<file path="config.mk">
export PLATFORM = sky130hd
export DESIGN_NAME = crp_collector
export DESIGN_NICKNAME = d
export VERILOG_FILES = /design/src/rtl/crp_pkg.sv /design/src/rtl/resp_sync.sv /design/src/rtl/crp_collector.sv
export SDC_FILE = /design/constraint.sdc
export NUM_CORES = 1
export LEC_CHECK = 0
export CAP_MARGIN = 0
export CORE_MARGIN = 2
export CORE_UTILIZATION = 44
export CTS_CLUSTER_DIAMETER = 40
export DETAILED_ROUTE_END_ITERATION = 8
export GPL_ROUTABILITY_DRIVEN = 0
export HOLD_SLACK_MARGIN = 0.05
export PLACE_DENSITY = 0.76
export SLEW_MARGIN = 15
export SYNTH_ARGS = -nofsm -noshare
export SYNTH_HDL_FRONTEND = slang
export SYNTH_SLANG_ARGS = --single-unit
</file>
<file path="constraint.sdc">
create_clock -name clk -period 1.3 [get_ports clk]
set_input_delay 0.26 -clock clk [delete_from_list [all_inputs] [get_ports clk]]
set_output_delay 0.26 -clock clk [all_outputs]
set_load 0.01 [all_outputs]
</file>
<file path="src/rtl/crp_pkg.sv">
// Shared types and sizing helpers for the challenge/response collector.
package crp_pkg;

  typedef enum logic [2:0] {
    ST_IDLE,
    ST_CLEAR,
    ST_EXCITE,
    ST_SETTLE,
    ST_SAMPLE,
    ST_OUTPUT
  } crp_state_t;

  function automatic int words_per_resp(input int resp_w, input int n_puf);
    return resp_w / n_puf;
  endfunction

  function automatic int settle_cnt_w(input int settle);
    return (settle > 1) ? $clog2(settle) : 1;
  endfunction

  function automatic int chal_cnt_w(input int m);
    return (m > 1) ? $clog2(m) : 1;
  endfunction

endpackage

</file>
<file path="src/rtl/resp_sync.sv">
// Two-flop synchroniser for the asynchronous PUF slice responses.
module resp_sync #(
  parameter int N = 4
) (
  input  logic         clk,
  input  logic         clr,
  input  logic [N-1:0] d,
  output logic [N-1:0] q
);

  (* ASYNC_REG = "TRUE" *) logic [N-1:0] meta;

  always_ff @(posedge clk) begin
    if (clr) begin
      meta <= '0;
      q    <= '0;
    end else begin
      meta <= d;
      q    <= meta;
    end
  end

endmodule

</file>
<file path="src/rtl/crp_collector.sv">
// Drives challenges and strobes to the PUF slices, samples their responses
// after a settle time and packs M challenges into one handshaked word.
module crp_collector
  import crp_pkg::*;
#(
  parameter int CHAL_W = 3,
  parameter int N_PUF  = 4,
  parameter int RESP_W = 32,
  parameter int SETTLE = 8
) (
  input  logic              clk,
  input  logic              clr,
  input  logic              start,
  input  logic [CHAL_W-1:0] seed,
  output logic              busy,
  output logic [CHAL_W-1:0] chal,
  output logic              puf_clr,
  output logic              puf_en,
  input  logic [N_PUF-1:0]  resp_in,
  output logic [RESP_W-1:0] resp_data,
  output logic              resp_valid,
  input  logic              resp_ready
);

  localparam int M     = words_per_resp(RESP_W, N_PUF);
  localparam int CNT_W = settle_cnt_w(SETTLE);
  localparam int K_W   = chal_cnt_w(M);

  if ((RESP_W % N_PUF) != 0 || SETTLE < 2) begin : g_bad_params
    $error("crp_collector: RESP_W must be a multiple of N_PUF and SETTLE must be >= 2");
  end

  crp_state_t        state, next_state;
  logic [CNT_W-1:0]  settle_cnt;
  logic [K_W-1:0]    k;
  logic [RESP_W-1:0] shreg;
  logic [N_PUF-1:0]  resp_synced;
  logic              busy_d, clr_d, en_d, valid_d;

  (* dont_touch = "true" *)
  resp_sync #(.N(N_PUF)) u_resp_sync (
    .clk (clk),
    .clr (clr),
    .d   (resp_in),
    .q   (resp_synced)
  );

  // Strobes and status are registered from the next state so they are glitch-free.
  always_ff @(posedge clk) begin
    if (clr) begin
      state      <= ST_IDLE;
      busy       <= 1'b0;
      puf_clr    <= 1'b0;
      puf_en     <= 1'b0;
      resp_valid <= 1'b0;
    end else begin
      state      <= next_state;
      busy       <= busy_d;
      puf_clr    <= clr_d;
      puf_en     <= en_d;
      resp_valid <= valid_d;
    end
  end

  always_comb begin
    next_state = state;
    case (state)
      ST_IDLE:   if (start) next_state = ST_CLEAR;
      ST_CLEAR:  next_state = ST_EXCITE;
      ST_EXCITE: next_state = ST_SETTLE;
      ST_SETTLE: if (settle_cnt == '0) next_state = ST_SAMPLE;
      ST_SAMPLE: next_state = (k == K_W'(M - 1)) ? ST_OUTPUT : ST_CLEAR;
      ST_OUTPUT: if (resp_ready) next_state = ST_IDLE;
      default:   next_state = ST_IDLE;
    endcase
  end

  always_comb begin
    busy_d  = (next_state != ST_IDLE);
    clr_d   = (next_state == ST_CLEAR);
    en_d    = (next_state == ST_EXCITE);
    valid_d = (next_state == ST_OUTPUT);
  end

  always_ff @(posedge clk) begin
    if (clr) begin
      chal       <= '0;
      settle_cnt <= '0;
      k          <= '0;
      shreg      <= '0;
    end else begin
      case (state)
        ST_IDLE: begin
          if (start) begin
            chal  <= seed;
            k     <= '0;
            shreg <= '0;
          end
        end
        ST_EXCITE: settle_cnt <= CNT_W'(SETTLE - 1);
        ST_SETTLE: if (settle_cnt != '0) settle_cnt <= settle_cnt - 1'b1;
        // Earlier challenges shift toward the MSBs; the counter wraps silently.
        ST_SAMPLE: begin
          shreg <= (shreg << N_PUF) | RESP_W'(resp_synced);
          chal  <= chal + 1'b1;
          k     <= k + 1'b1;
        end
        default: ;
      endcase
    end
  end

  assign resp_data = shreg;

endmodule

</file>
==> impl_results.md <==
- Status: complete, but fails checks
- Failing checks: setup timing
- Initial Utilization: 45.9%
- Placed Cells: 361
- Startpoint types: register
- CTS H-tree depth: 2
- DRC Markers: 0
- CTS clk-pin slew, worst paths: 0.11 ns
- CP endpoint kind: register
- Die area: 5540 µm²
- #FFs+latches synth: 56
- # rows: 25
- Final Max Tran Viols: 0
- Tcrit/Tclk final: 113%
- Average vias per placed instance: 5.47
- Root Buffer: clkbuf_8
- Hold-fix buffer count after cts: 0
- Area Growth Syn to Fin: 53.8%
- CTS tree: built
- Number of synthesized flops with an enable pin: 0
- Syn Inst Count: 246
- Max Clk Rate: 0.683 GHz
- Std-Cell Core Area: 4750 µm²
- Clk pwr share: 31.9%
- Max_cap viols: 0
- Yosys Warn Count: 0
- Initial DRC Count: 163
- Synth Net Count: 262
- Antenna-violating nets left: 0
- Ant diodes: 0
- HPWL after DPL: 3.03 mm
- Internal Pwr Total: 2.80 mW
- Crit path kind: register to register
- Final core utilization: 70.6%
- Hold Vio Cnt, Final: 0
- Skew final: 0.0175 ns
- Area of the mapped netlist: 2180 µm²
- Worst slew pin tran: 0.421 ns
- WP buf/inv: 2
- Min Tclk post-route: 1.46 ns
- Layout cells sized above 1: 30.2%
- Placed cell areas: 2870 µm²
- Routed WL: 6.37 mm
- Hold WS: 0.323 ns
- Switching power: 1.05 mW
- DR WL/cell: 16.5 µm
- 1st-pass router iterations: 4
- Clock Latency Late Sink: 0.32 ns
- Pwr per Cell Area: 1150 nW/µm²
- Flop pwr share: 47.1%
- Fin worst setup slack: -0.164 ns
- HP Class: primary input to register
- CP required: 1.51 ns
- CP max stage cell: dfxtp_4
- Chip Width: 74.4 µm
- Global-route wire length before repair: 7.81 mm
- Largest stage delay, worst path: 0.37 ns
- Total global routing overflow: 0
- Data arrival, critical path: 1.67 ns
- Ys async rst share: 0%
- Antenna violations before repair: 0
- Crit Path Max Fanout: 19
- Setup_tns: -0.647 ns
- GR Util All Layers: 18.3%
- Largest net degree at the start of global routing: 39
- CTS Buffer Depth: 2
- Syn_area_per_cell: 8.87 µm²
- Final setup fails: 25
- Final Cell Area: 3360 µm²
- Final #Nets: 333
- I/O Buffers: 49
- Final Power: 3.86 mW
- Slew headroom: 71.9%
- Critical path's top delay family: flip-flops
- Pre-CTS WS: -0.164 ns
- Count of different cell masters after synthesis: 35
- Sequential element share of the synthesized area: 51.4%
- Cts bufs inserted: 5
- Lkg Pwr: 1.37 nW
- Switch share: 27.3%
- Via count: 2107
- Ys flop type: dfxtp_1
- Die height: 74.4 µm
- Fin cells: 385
- CTS Sinks: 56
- IO Pins: 50
- Number of global-route vias before repair: 1760
- Critical path, cell by cell: buf_6 > or2_4 > clkbuf_16 > o21ai_1 > a21oi_1
- Power share of the combinational group: 21.1%
- RSZ-0062 raised after global routing: true
- Max VDD drop: 0.000667 V
-- power by group through the flow --
stage / Clock [mW] / Sequential [mW] / Combinational, mW
after detailed placement: 0 / 1.85 / 0.542
after floorplan: 0 / 1.84 / 0.343
after CTS: 1.22 / 1.81 / 0.562
after global routing: 1.32 / 1.82 / 0.854
final: 1.23 / 1.82 / 0.813
after global placement: 0 / 1.84 / 0.540
-- layout make-up --
type,count,area [µm²]
fill,359,1400
multi-input combinational,165,1140
sequential,56,1140
timing repair buffer,83,848
tap,67,83.8
clock buffer,6,82.6
clock inverter,2,38.8
inverter,6,22.5
-- logic make-up (layout without fill, tap and decap cells) --
logic type	after synthesis	in the layout	synth area share, %
and+or+nand+nor	64	64	15.5
AOI/OAI and AO/OA	95	95	24.4
DFF	56	56	51.4
muxes	1	1	0.459
adders and majority gates	5	5	2.87
buffers and inverters	25	97	5.39
-- worst paths after layout --
path                    start             to  slack [ns]  depth (start not counted)
max                  state[1]  resp_data[23]       -0.16                          5
min                       clr        chal[1]        0.32                          2
max reg2reg          state[1]  resp_data[23]       -0.16                          5
min reg2reg  u_resp_sync.q[1]   resp_data[1]        0.44                          2
-- layout by cell type (no fill, tap or decap), drive strengths merged, types with 2 or more instances in the layout --
master         count
clkbuf            11
a21oi             40
nor2b              9
dlygate4sd2       39
nand2b             3
a21o               3
nand2             37
and3b              3
nor3b              2
dfxtp             56
a211oi             5
buf               30
o21ai             41
clkdlybuf4s50      9
ha                 5
nor4bb             2
inv                6
nor2               3
-- worst register-to-register path: stages (launching register included) --
cell and delay (ns):
dfxtp_4 0.37, buf_6 0.12, or2_4 0.31, clkbuf_16 0.21, o21ai_1 0.23, a21oi_1 0.12
-- flip-flops by register name (all words and copies together), names as in the netlist --
signal	count
resp_data	32
busy	1
k	3
u_resp_sync.meta	4
u_resp_sync.q	4
puf_en	1
puf_clr	1
settle_cnt	3
resp_valid	1
state	3
chal	3
-- Yosys cell counts, drive strengths merged (2+ instances only) --
library cell / instances / area share, %
nor2: 3 / 0.63
nand2: 37 / 6.4
o21ai: 41 / 9.4
clkbuf: 9 / 1.5
nor4bb: 2 / 0.92
nand2b: 3 / 0.86
a21oi: 40 / 9.2
nor3b: 2 / 1.2
a21o: 3 / 1.0
inv: 6 / 1.0
buf: 10 / 2.8
nor2b: 9 / 2.6
a211oi: 5 / 2.2
and3b: 3 / 1.4
dfxtp: 56 / 51
ha: 5 / 2.9
-- repair_timing --
action / in CTS / in global routing
pin swaps: 6 / 21
resized for setup: 55 / 59
setup buffers: 3 / 6
setup endpoints to repair: 51 / 43
cloned: 0 / 7
-- per-layer routing --
layer  vias to the layer above  track usage, %  share of wire [%]
met2                        86            30.2                 48
li1                       1002               -                  -
met3                        21            3.52                6.0
met1                       998            22.7                 42
met4                         0            9.33                3.3
met5                         -               0                  0
No activity file was read; power rests on OpenSTA's default activity.
